<file path="config.mk">
export PLATFORM = sky130hd
export DESIGN_NAME = mbi5124_rx_monitor
export DESIGN_NICKNAME = d
export VERILOG_FILES = /design/src/rtl/mbi5124_pkg.sv /design/src/rtl/mbi_sync_edge.sv /design/src/rtl/mbi5124_rx_monitor.sv
export SDC_FILE = /design/constraint.sdc
export NUM_CORES = 1
export LEC_CHECK = 0
export CORE_MARGIN = 2
export CORE_UTILIZATION = 45
export DETAILED_ROUTE_END_ITERATION = 16
export GPL_TIMING_DRIVEN = 0
export PLACE_DENSITY_LB_ADDON = 0.2
export SLEW_MARGIN = 20
export SYNTH_ARGS = -nofsm -noshare
export SYNTH_HDL_FRONTEND = slang
export SYNTH_SLANG_ARGS = --single-unit
</file>
<file path="constraint.sdc">
create_clock -name clk -period 12.4 [get_ports clk]
set_clock_uncertainty 0.1 [all_clocks]
set_input_delay 3.72 -clock clk [delete_from_list [all_inputs] [get_ports clk]]
set_output_delay 3.72 -clock clk [all_outputs]
set_load 0.05 [all_outputs]
</file>
<file path="src/rtl/mbi5124_pkg.sv">
// Shared types and helpers for the MBI5124 link receive monitor.
package mbi5124_pkg;

    localparam int unsigned DW_DEFAULT = 16;
    localparam int unsigned CW_DEFAULT = 5;
    localparam logic [DW_DEFAULT-1:0] LEDS_ALL_OFF = '1;

    typedef enum logic [1:0] {
        IDLE,
        SHIFTING,
        OVERRUN
    } state_t;

    typedef struct packed {
        logic                  valid;
        logic [CW_DEFAULT-1:0] pos;
    } dec_t;

    // All ones -> 0, single zero at k -> k+1, anything else -> invalid with pos 0.
    function automatic dec_t one_cold_to_pos(input logic [DW_DEFAULT-1:0] word);
        dec_t        res;
        int unsigned zeros;
        res   = '0;
        zeros = 0;
        for (int unsigned i = 0; i < DW_DEFAULT; i++) begin
            if (!word[i]) begin
                zeros   = zeros + 1;
                res.pos = CW_DEFAULT'(i + 1);
            end
        end
        res.valid = (zeros <= 1);
        if (!res.valid) begin
            res.pos = '0;
        end
        return res;
    endfunction

endpackage

</file>
<file path="src/rtl/mbi_sync_edge.sv">
// N-stage input synchronizer with a rising-edge strobe on the synchronized output.
module mbi_sync_edge #(
    parameter int unsigned STAGES  = 2,
    parameter logic        RST_VAL = 1'b0
) (
    input  logic clk,
    input  logic rstn,
    input  logic i_d,
    output logic o_q,
    output logic o_rise
);

    logic [STAGES-1:0] r_sync;
    logic              r_prev;

    always_ff @(posedge clk or negedge rstn) begin
        if (!rstn) begin
            r_sync <= {STAGES{RST_VAL}};
            r_prev <= RST_VAL;
        end else begin
            r_sync <= {r_sync[STAGES-2:0], i_d};
            r_prev <= r_sync[STAGES-1];
        end
    end

    assign o_q    = r_sync[STAGES-1];
    assign o_rise = r_sync[STAGES-1] & ~r_prev;

endmodule

</file>
<file path="src/rtl/mbi5124_rx_monitor.sv">
// Rebuilds the MBI5124 shift register/latch from the sampled link and checks frames.
// Optional FRAME_STATS_EN adds frame_cnt / err_cnt statistics outputs.
module mbi5124_rx_monitor
    import mbi5124_pkg::*;
#(
    parameter int unsigned DW          = DW_DEFAULT,
    parameter int unsigned SYNC_STAGES = 2,
    parameter int unsigned CW          = CW_DEFAULT
) (
    input  logic          clk,
    input  logic          rstn,
    input  logic          sdi,
    input  logic          led_clk,
    input  logic          le,
    input  logic          oe,
    input  logic          err_clr,
    output logic [DW-1:0] leds_out,
    output logic [DW-1:0] latched,
    output logic [CW-1:0] value_out,
    output logic          frame_valid,
    output logic          frame_err,
    output logic          pattern_err
`ifdef FRAME_STATS_EN
    ,
    output logic [15:0]   frame_cnt,
    output logic [15:0]   err_cnt
`endif
);

    localparam int unsigned     CNT_W   = 6;
    localparam logic [CNT_W-1:0] CNT_MAX = '1;

    logic w_sdi_s, w_sdi_rise, w_clk_s, w_clk_rise, w_le_s, w_le_rise, w_oe_s, w_oe_rise;
    logic w_unused;

    mbi_sync_edge #(.STAGES(SYNC_STAGES), .RST_VAL(1'b0)) u_sync_sdi (
        .clk(clk), .rstn(rstn), .i_d(sdi), .o_q(w_sdi_s), .o_rise(w_sdi_rise));
    mbi_sync_edge #(.STAGES(SYNC_STAGES), .RST_VAL(1'b0)) u_sync_clk (
        .clk(clk), .rstn(rstn), .i_d(led_clk), .o_q(w_clk_s), .o_rise(w_clk_rise));
    mbi_sync_edge #(.STAGES(SYNC_STAGES), .RST_VAL(1'b0)) u_sync_le (
        .clk(clk), .rstn(rstn), .i_d(le), .o_q(w_le_s), .o_rise(w_le_rise));
    mbi_sync_edge #(.STAGES(SYNC_STAGES), .RST_VAL(1'b1)) u_sync_oe (
        .clk(clk), .rstn(rstn), .i_d(oe), .o_q(w_oe_s), .o_rise(w_oe_rise));

    assign w_unused = ^{w_sdi_rise, w_clk_s, w_le_s, w_oe_rise};

    logic [DW-1:0]    r_shift, r_latched, r_leds;
    logic [CW-1:0]    r_value;
    logic [CNT_W-1:0] r_cnt;
    logic             r_fv, r_ferr, r_perr, r_lat_pend, r_short_pend;
    state_t           r_state, w_state_next;

    // A shift coincident with a latch is applied first, so the latch sees the post-shift word.
    logic [DW-1:0]    w_shift_next;
    logic [CNT_W-1:0] w_cnt_next;
    dec_t             w_dec;
    logic             w_ferr_set, w_perr_set;

    assign w_shift_next = w_clk_rise ? {w_sdi_s, r_shift[DW-1:1]} : r_shift;
    assign w_cnt_next   = (w_clk_rise && r_cnt != CNT_MAX) ? r_cnt + CNT_W'(1) : r_cnt;
    assign w_dec        = one_cold_to_pos(DW_DEFAULT'(r_latched));
    assign w_ferr_set   = r_lat_pend & r_short_pend;
    assign w_perr_set   = r_lat_pend & ~w_dec.valid;

    always_ff @(posedge clk or negedge rstn) begin
        if (!rstn) begin
            r_state <= IDLE;
        end else begin
            r_state <= w_state_next;
        end
    end

    always_comb begin
        w_state_next = r_state;
        if (w_le_rise) begin
            w_state_next = IDLE;
        end else if (w_clk_rise) begin
            case (r_state)
                IDLE:     w_state_next = SHIFTING;
                SHIFTING: if (w_cnt_next == CNT_W'(DW + 1)) w_state_next = OVERRUN;
                default:  w_state_next = r_state;
            endcase
        end
    end

    always_ff @(posedge clk or negedge rstn) begin
        if (!rstn) begin
            r_shift      <= LEDS_ALL_OFF;
            r_latched    <= LEDS_ALL_OFF;
            r_leds       <= LEDS_ALL_OFF;
            r_value      <= '0;
            r_cnt        <= '0;
            r_fv         <= 1'b0;
            r_ferr       <= 1'b0;
            r_perr       <= 1'b0;
            r_lat_pend   <= 1'b0;
            r_short_pend <= 1'b0;
        end else begin
            r_shift <= w_shift_next;
            if (w_le_rise) begin
                r_latched    <= w_shift_next;
                r_cnt        <= '0;
                r_lat_pend   <= 1'b1;
                r_short_pend <= (w_cnt_next != CNT_W'(DW));
            end else begin
                r_cnt      <= w_cnt_next;
                r_lat_pend <= 1'b0;
            end
            // Decode stage: flags and value land together with frame_valid.
            r_fv <= r_lat_pend;
            if (r_lat_pend) begin
                r_value <= CW'(w_dec.pos);
            end
            r_ferr <= w_ferr_set | (r_ferr & ~err_clr);
            r_perr <= w_perr_set | (r_perr & ~err_clr);
            r_leds <= w_oe_s ? LEDS_ALL_OFF : r_latched;
        end
    end

`ifdef FRAME_STATS_EN
    logic [15:0] r_frame_cnt, r_err_cnt;
    logic        w_err_inc;

    assign w_err_inc = w_ferr_set | w_perr_set;

    always_ff @(posedge clk or negedge rstn) begin
        if (!rstn) begin
            r_frame_cnt <= '0;
            r_err_cnt   <= '0;
        end else begin
            if (r_lat_pend) begin
                r_frame_cnt <= r_frame_cnt + 16'd1;
            end
            if (err_clr) begin
                r_err_cnt <= w_err_inc ? 16'd1 : 16'd0;
            end else if (w_err_inc && r_err_cnt != 16'hFFFF) begin
                r_err_cnt <= r_err_cnt + 16'd1;
            end
        end
    end

    assign frame_cnt = r_frame_cnt;
    assign err_cnt   = r_err_cnt;
`endif

    assign leds_out    = r_leds;
    assign latched     = r_latched;
    assign value_out   = r_value;
    assign frame_valid = r_fv;
    assign frame_err   = r_ferr;
    assign pattern_err = r_perr;

endmodule
</file>
# Yosys cells after proc, flatten, opt, wreduce, memory -nomap -nowiden
# Index checks and enable logic that the tools add are counted.
[word_totals] in_bits=7 out_inout_bits=40 ram_bits=0 latch_bits=0 romBits=0 memories=0 regBits=74 elab_cells=86
[classes] add_sub_neg=16 n_mul=0 n_eq_ne=2 n_shift=0 bitwise=12 order_cmp=1 div_mod_pow=0 n_reduce_logical=1 muxes=38
[op_table] op="32-bit by 1-bit adder with 32-bit output, second input constant" count=15
[op_table] op="32-bit two-way mux" count=15
[op_table] op="5-bit two-way mux" count=15
[op_table] op="32-bit by 1-bit less-or-equal comparator with 1-bit output, second input constant" count=1
[op_table] op="16-bit two-way mux" count=2
[op_table] op="6-bit two-way mux" count=2
[op_table] op="6-bit by 1-bit adder with 6-bit output, second input constant" count=1
[op_table] op="1-bit AND" count=6
[op_table] op="6-bit by 5-bit inequality test with 1-bit output, second input constant" count=1
[op_table] op="6-bit inequality test, second input constant" count=1
[op_table] op="1-bit NOT" count=4
[op_table] op="1-bit two-way mux" count=3
[op_table] op="2-bit two-way mux" count=1
[op_table] op="1-bit OR" count=2
[op_table] op="1-bit logical AND" count=1

# Longest topological paths before layout
# Gate-level depths: netlist of run 1.
[logic_depth] word_depth=35 ltp_mapped=48 ltp_nobuf=48

# Cells and area by module
# From an unflattened synthesis of run 1, not the netlist that was laid out.
[hier_totals] cells_unflattened=479 hier_area_um2=4839.6
[by_module_without_submodules] mod="mbi5124_rx_monitor" seq_area_each_um2=1661.6 n_inst=1 area_each_um2=4480.5 cells_each=463
[by_module_without_submodules] mod="mbi_sync_edge at u_sync_clk ..." seq_area_each_um2=75.1 n_inst=3 area_each_um2=88.8 cells_each=4
[by_module_without_submodules] mod="mbi_sync_edge at u_sync_oe" seq_area_each_um2=78.8 n_inst=1 area_each_um2=92.6 cells_each=4

# Worst setup path before layout of run 1
# OpenSTA, ideal clock, no wires.
[synth_timing] kind="reg2reg" from="reg r_latched[0] (netlist: latched[0])" to="reg r_perr (netlist: pattern_err)" stages_incl_launch_ff=45 period_less_slack_ns=9.493 n_path_buf=1 path_slack_ns=2.907 required_ns=12.179 arrival_time_ns=9.272 setup_time_ns=0.121 path_cell_list="dfstp_2 inv_1 ha_1 buf_6 xor3_2 ha_1 a32oi_1 nand2_1 ha_1 nor2_1 a31oi_1 ha_1 mux2i_1 nand2_1 ha_1 nor2_1 a31oi_1 ha_1 [9 not listed] o21a_1 ha_1 nand2_1 nand2_1 ha_1 nor2_1 a31oi_1 ha_1 mux2_2 ha_1 nor2b_1 and3_1 mux2i_2 xnor3_1 and3_4 nor4_4 o211ai_2 a22o_1"
[synth_via] elab_chain_cells=35
[synth_rtl] element="from (decl)" line="mbi5124_rx_monitor.sv:47" text="logic [DW-1:0] r_shift, r_latched, r_leds;"
[synth_rtl] element="from (signal assigned)" line="mbi5124_rx_monitor.sv:101" text="r_latched <= w_shift_next;"
[synth_rtl] element="1-bit two-way mux *" line="mbi5124_pkg.sv:26" text="if (!word[i]) begin"
[synth_rtl] element="32-bit by 1-bit adder with 32-bit output" line="mbi5124_pkg.sv:27" text="zeros = zeros + 1;"
[synth_rtl] element="32-bit two-way mux *" line="mbi5124_pkg.sv:26"
[synth_rtl] element="32-bit by 1-bit adder with 32-bit output" line="mbi5124_pkg.sv:27"
[synth_rtl] element="32-bit two-way mux *" line="mbi5124_pkg.sv:26"
[synth_rtl] element="32-bit by 1-bit adder with 32-bit output" line="mbi5124_pkg.sv:27"
[synth_rtl] element="32-bit two-way mux *" line="mbi5124_pkg.sv:26"
[synth_rtl] element="32-bit by 1-bit adder with 32-bit output" line="mbi5124_pkg.sv:27"
[synth_rtl] element="[19 not listed]"
[synth_rtl] element="32-bit by 1-bit adder with 32-bit output" line="mbi5124_pkg.sv:27"
[synth_rtl] element="32-bit two-way mux *" line="mbi5124_pkg.sv:26"
[synth_rtl] element="32-bit by 1-bit adder with 32-bit output" line="mbi5124_pkg.sv:27"
[synth_rtl] element="32-bit two-way mux *" line="mbi5124_pkg.sv:26"
[synth_rtl] element="32-bit by 1-bit less-or-equal comparator with 1-bit output *" line="mbi5124_pkg.sv:31" text="res.valid = (zeros <= 1);"
[synth_rtl] element="1-bit NOT *" line="mbi5124_rx_monitor.sv:63" text="assign w_perr_set = r_lat_pend & ~w_dec.valid;"
[synth_rtl] element="1-bit AND *" line="mbi5124_rx_monitor.sv:63"
[synth_rtl] element="1-bit OR *" line="mbi5124_rx_monitor.sv:115" text="r_perr <= w_perr_set | (r_perr & ~err_clr);"
[synth_rtl] element="to (signal assigned)" line="mbi5124_rx_monitor.sv:115"
[synth_rtl] element="to (decl)" line="mbi5124_rx_monitor.sv:50" text="logic r_fv, r_ferr, r_perr, r_lat_pend, r_short_pend;"
# Mark *: on every way between the ends. The rest lies on a longest branch, timed or not.
# A chain may end at the register's enable or synchronous reset.

# Worst setup path in the final report of run 1
# Ends and elaborated chain as after synthesis.

==> results of run 1 <==
==> final timing paths <==
check | slack, ns | cells past startpoint | from | end
setup / recovery | 2.01 | 45 | latched[0]$_DFFE_PN1P_ | pattern_err$_DFF_PN0_
hold / removal | 0.25 | 0 | u_sync_sdi.r_sync[0]$_DFF_PN0_ | u_sync_sdi.r_sync[1]$_DFF_PN0_
setup reg to reg | 2.01 | 45 | latched[0]$_DFFE_PN1P_ | pattern_err$_DFF_PN0_
hold reg to reg | 0.25 | 0 | u_sync_sdi.r_sync[0]$_DFF_PN0_ | u_sync_sdi.r_sync[1]$_DFF_PN0_
max in group asynchronous | 8.44 | 2 | rstn | leds_out[10]$_DFF_PN1_
min in group asynchronous | 3.42 | 1 | rstn | leds_out[2]$_DFF_PN1_
==> synthesized netlist by cell type, types with 4 or more instances <==
| library cell | count | area (um2) |
|---|---|---|
| and3_1 | 5 | 31.28 |
| a31oi_1 | 14 | 87.58 |
| dfrtp_1 | 24 | 600.6 |
| a21o_1 | 4 | 30.03 |
| o311ai_0 | 4 | 35.03 |
| clkbuf_1 | 13 | 48.80 |
| inv_1 | 22 | 82.58 |
| mux2i_1 | 9 | 90.09 |
| o22ai_1 | 8 | 50.05 |
| nand2b_1 | 12 | 75.07 |
| xnor2_1 | 30 | 262.8 |
| ha_1 | 18 | 225.2 |
| dfstp_2 | 50 | 1314 |
| a21oi_1 | 14 | 70.07 |
| xor2_1 | 11 | 96.34 |
| or2_2 | 18 | 112.6 |
| nand4_1 | 7 | 43.79 |
| o21ai_0 | 16 | 80.08 |
| nor2b_1 | 11 | 68.82 |
| nor2_1 | 27 | 101.4 |
| buf_6 | 4 | 45.04 |
| nand2_1 | 67 | 251.5 |
| nor3_1 | 4 | 20.02 |
| nand3_1 | 10 | 50.05 |
| mux2_2 | 18 | 202.7 |
| and2b_1 | 4 | 30.03 |
==> metrics by stage <==
stage	instance area, um2	setup slack (ns)
5_1_grt	5727	1.212
2_1_floorplan	4853	2.907
3_3_place_gp	5484	2.171
6_report	5727	2.014
4_1_cts	5727	1.986
3_5_place_dp	5509	2.023
==> registers in the layout, indices dropped and copies added (netlist names) <==
signal	flops
u_sync_le.r_prev	1
frame_valid	1
u_sync_oe.r_sync	2
r_short_pend	1
latched	16
value_out	5
u_sync_clk.r_prev	1
frame_err	1
r_lat_pend	1
r_cnt	6
pattern_err	1
u_sync_sdi.r_sync	2
u_sync_le.r_sync	2
leds_out	16
u_sync_clk.r_sync	2
r_shift	16
==> metal layers <==
| metal | up-vias | global-route usage [%] | routed length [um] |
|---|---|---|---|
| li1 | 1833 | - | - |
| met1 | 1743 | 24.56 | 4798 |
| met2 | 57 | 30.73 | 4875 |
| met3 | 22 | 1.755 | 223 |
| met4 | 0 | 9.707 | 266 |
| met5 | - | 0 | 0 |
==> layout by cell type (no fill, tap or decap), types with 3 or more instances in the layout <==
| master | Yosys | final |
|---|---|---|
| a21o_1 | 4 | 4 |
| a21oi_1 | 14 | 14 |
| a31oi_1 | 14 | 14 |
| and2b_1 | 4 | 4 |
| and3_1 | 5 | 5 |
| buf_1 | 3 | 3 |
| buf_4 | 2 | 3 |
| buf_6 | 4 | 4 |
| clkbuf_1 | 13 | 13 |
| clkbuf_8 | 0 | 10 |
| clkdlybuf4s50_1 | 0 | 45 |
| clkinv_2 | 0 | 4 |
| dfrtp_1 | 24 | 24 |
| dfstp_2 | 50 | 50 |
| ha_1 | 18 | 18 |
| inv_1 | 22 | 22 |
| mux2_2 | 18 | 18 |
| mux2i_1 | 9 | 9 |
| nand2_1 | 67 | 67 |
| nand2b_1 | 12 | 12 |
| nand3_1 | 10 | 10 |
| nand4_1 | 7 | 7 |
| nor2_1 | 27 | 27 |
| nor2b_1 | 11 | 11 |
| nor3_1 | 4 | 4 |
| nor3b_1 | 3 | 3 |
| o211ai_1 | 3 | 3 |
| o21ai_0 | 16 | 16 |
| o22ai_1 | 8 | 8 |
| o311ai_0 | 4 | 4 |
| o31ai_1 | 3 | 3 |
| o32ai_1 | 3 | 3 |
| or2_2 | 18 | 18 |
| xnor2_1 | 30 | 30 |
| xnor3_1 | 3 | 3 |
| xor2_1 | 11 | 11 |
==> cell type report <==
cell class / instances / share of cell area (%)
inverters: 23 / 1.508
flip-flops and latches: 74 / 33.43
clock inverters: 6 / 1.398
clock buffers: 10 / 2.403
multi-input cells: 374 / 47.54
well taps: 136 / 2.971
plain buffers: 24 / 2.272
repair buffers: 47 / 8.477
==> logic make-up after synthesis <==
group           after synthesis  synth area share, %
fa+ha+maj                    20                5.053
simple gates                187                20.21
mux                          28                6.316
xor+xnor                     51                12.04
flops                        74                39.44
buf+inv                      47                4.460
compound gates               88                12.48
==> impl_results.md, run 1 <==
- Crit path largest cell delay: 0.58 ns
- RSZ-0062 raised after global routing: false
- Layout cells sized above 1: 23.84%
- Clock Latency Late Sink: 0.34 ns
- Diodes inserted: 0
- Synth-to-layout area growth: 17.99%
- Syn Nets: 520
- Vias: 3655
- Total global routing overflow: 0
- Largest net degree at the start of global routing: 53
- Pre-antenna DRT Iters: 4
- Hold WC Path Type: flop to flop
- RD Place Congestion: 0.7923
- Slowest CP cell: dfstp_2
- Multi-input logic area: 2723 um2
- Post-route DRC: 0
- Die X: 107.9 um
- Yosys warns: 0
- Avg WL per Cell: 14.64 um
- Vias in the first global route: 3682
- Cells after synthesis: about 500
- #FFs+latches synth: 74
- Slew @ Worst Pin: around 0.62 ns
- Layout Nets: 578
- Final Non-Filler Cells: 694
- Placed Cells: about 680
- Max FO, Critical Path: 8
- # fillers: just over 900
- Gr usage total: roughly a fifth
- Buf/Inv on CP: 2
- Dpl hpwl: 7.814 mm
- CTS tree: done
- Status: finished, final reports clean
- # port buffers: 46
- Cell repeated most along the worst path: ha_1
- Initial antenna violation count: 0
- Io pins: 47
- Clock Sinks: 74
- Fin. Hold Viols: 0
- Setup Crit Path Kind: flop to flop
- Req. time, crit path: roughly 13 ns
- Post-CTS Setup Bufs: 0
- Synth Flop Type: dfstp_2
- Max-cap violations: 0
- Post-synthesis cell type count: 71
- Post-synth EDFFs: 0
- Maximum clock frequency: 0.09628 GHz
- Die height: 107.9 um
- Antenna Nets Post-Route: 0
- Reg area: 1914 um2
- Critical Path AT: approximately 11 ns
- Post-synth ARST share: 100.0%
- Worst-path clk slew: about 0.070 ns
- Synthesized area: ~4900 um2
- Crit start category: flop
- CTS buffer count: 9
- Final Slew Violations: 0
- Layout Utilization: 54.98%
- Clk buf depth: 2
- Setup violators final: 0
- Number of DRC markers in iteration 0: 154
- Hold Buf Count CTS: 0
- CTS Root Cell: clkbuf_8
- Setup TNS Final: 0 ns
- Rel. slew slack: 58.68%
- Starting Density: between 40% and 50%
- Std-Cell Rows: 37
- Htree depth: 3
- First-pass GRT wire length: 17.24 mm
- Worst Setup End Kind: flop
- Seq/Total Area, Yosys: 39.44%
- WHS: around 0.25 ns
- Fin crit period: 10.39 ns
- Avg Cell Area, Syn: 9.805 um2
- Die area: approximately 12000 um2
- PostCTS Resize Cnt: 0
- Core ar.: 10420 um2
- Period utilization: 83.76%
- Kind of cell adding the most delay to the critical path: adder cells
- Total wire length: 10.16 mm
- Vias per cell: 5.267
Power of run 1 is left out: the tool's default activity adds up to more than one toggle a clock period on the data nets, which glitch-free logic cannot reach.
==> run 2, diff against run 1 <==
==> constraint.sdc (replaced) <==
create_clock -name clk -period 8.5 [get_ports clk]
set_clock_uncertainty 0.1 [all_clocks]
set_input_delay 2.55 -clock clk [delete_from_list [all_inputs] [get_ports clk]]
set_output_delay 2.55 -clock clk [all_outputs]
set_load 0.05 [all_outputs]
==> run 2 against run 1 <==
  * The run now ends with negative setup slack left
  * Worst setup slack got worse by 2.3 ns
  * Largest cell class unchanged
  * Wire length grew 10%
  * Highest routed layer unchanged
  * Critical endpoint unchanged
  * Final area is 9.4% higher
  * Global-route usage grew 1.1 points
==> impl_results.md, run 2 (synthesis gave the netlist of run 1 again) <==
- Cell repeated most along the worst path: ha_4
- Final Slew Violations: 0
- CTS Root Cell: clkbuf_8
- Max FO, Critical Path: 6
- Std-Cell Rows: 37
- Starting Density: 46.59%
- Vias: just under 4000
- Crit path largest cell delay: 0.67 ns
- Total wire length: 11.23 mm
- Die X: 107.9 um
- Setup TNS Final: -1.246 ns
- Period utilization: 103.6%
- Buf/Inv on CP: 1
- Fin. Hold Viols: 0
- Final instance area: 6265 um2
- Final setup margin: -0.3096 ns
- Gr usage total: around a fifth
- Die height: about 110 um
- Htree depth: 3
- # fillers: 874
- Slew @ Worst Pin: 0.6280 ns
- CTS tree: done
- Hold path start: u_sync_sdi.r_sync[0]$_DFF_PN0_
- RSZ-0062 raised after global routing: true
- Vias in the first global route: 3829
- Placed Cells: about 680
- Dpl hpwl: 7.897 mm
- Fin crit period: 8.810 ns
- Setup Crit Path Kind: flop to flop
- Final Non-Filler Cells: 719
- Critical path startpoint: latched[0]$_DFFE_PN1P_
- Setup violators final: 6
- Largest net degree at the start of global routing: 54
- Req. time, crit path: ~8.6 ns
- RD Place Congestion: about 0.81
- Violated checks: negative setup slack
- Status: complete, but fails checks
- First-pass GRT wire length: approximately 18 mm
- Worst Setup End Kind: flop
- Antenna Nets Post-Route: 0
- Initial antenna violation count: 0
- Worst-path clk slew: about 0.07 ns
- Hold WC Path Type: flop to flop
- CTS buffer count: 9
- Commonest non-fill, non-tap cell in the layout: nand2_1
- Clock Sinks: 74
- Core ar.: 10420 um2
- Clock Latency Late Sink: between 0.3 and 0.4 ns
- Total global routing overflow: 0
- Crit start category: flop
- Commonest non-fill, non-tap cells in the layout: nand2_1, dfstp_2, clkdlybuf4s50_1
- Kind of cell adding the most delay to the critical path: adder cells
- Vias per cell: 5.382
- Max-cap violations: 0
- Maximum clock frequency: 0.1135 GHz
- Avg WL per Cell: ~16 um
- Io pins: 47
- Post-Place Cell Area: 5639 um2
- Synth-to-layout area growth: 29.08%
- Layout Nets: 603
- Worst r2r src: latched[0]$_DFFE_PN1P_
- Pre-antenna DRT Iters: 4
- Diodes inserted: 0
- # port buffers: 46
- Slowest CP cell: dfstp_4
- Number of DRC markers in iteration 0: 143
- Die area: 11630 um2
- Post-route DRC: 0
- Clk buf depth: 2
- Critical Path AT: just under 9 ns
- Rel. slew slack: between 50% and 60%
- Layout cells sized above 1: 33.62%
- Layout Utilization: 60.14%
==> run 2: changes by cell type in the layout (fill, tap and decap cells not counted), moves of 4 or more <==
cell | previous run | this run
ha_1 | 18 | 8
buf_4 | 3 | 27
ha_4 | 0 | 10
nor2_1 | 27 | 22
nand2_1 | 67 | 62
a31oi_1 | 14 | 10
==> run 2: cell type report <==
cell class	count	area, um2	share of cell area (%)
multi-input combinational	374	3068	48.97
tap	136	170.2	2.716
clock buffer	11	151.4	2.417
sequential	74	1922	30.68
clock inverter	5	52.55	0.8388
timing repair buffer	73	684.4	10.92
buffer	23	122.6	1.957
inverter	23	93.84	1.498
==> run 2: repair_timing <==
item | 4_1_cts | 5_1_grt
endpoints found under the setup margin | 6 | 6
hold buffers | 0 | 0
hold endpoints to repair | 0 | 0
gates cloned | 0 | 0
resized for setup | 14 | 26
pin swaps | 21 | 27
setup buffers | 18 | 9
==> run 2: routing by layer <==
layer / routed length (um) / vias to the layer above / track usage [%]
li1: - / 1890 / -
met1: 5081 / 1914 / 25.30
met2: 5737 / 50 / 34.68
met3: 195 / 16 / 2.542
met4: 216 / 0 / 6.777
met5: 0 / - / 0
==> run 2: stage by stage <==
stage	hold slack, ns	setup slack (ns)
finish	0.2502	-0.3096
global route	0.2580	-0.6919
CTS	0.2526	-0.2774
detailed placement	0.2362	-0.9740
global placement	0.2360	-0.8240
floorplan	0.2312	-0.1838
==> run 2: worst paths after layout <==
check / slack, ns / cells past startpoint / to
worst max-delay path: -0.31 / 47 / pattern_err$_DFF_PN0_
worst min-delay path: 0.25 / 0 / u_sync_sdi.r_sync[1]$_DFF_PN0_
worst max register to register: -0.31 / 47 / pattern_err$_DFF_PN0_
worst min register to register: 0.25 / 0 / u_sync_sdi.r_sync[1]$_DFF_PN0_
max in group asynchronous: 5.71 / 2 / leds_out[10]$_DFF_PN1_
min in group asynchronous: 2.25 / 1 / leds_out[2]$_DFF_PN1_
Power of run 2 is left out for the same reason.
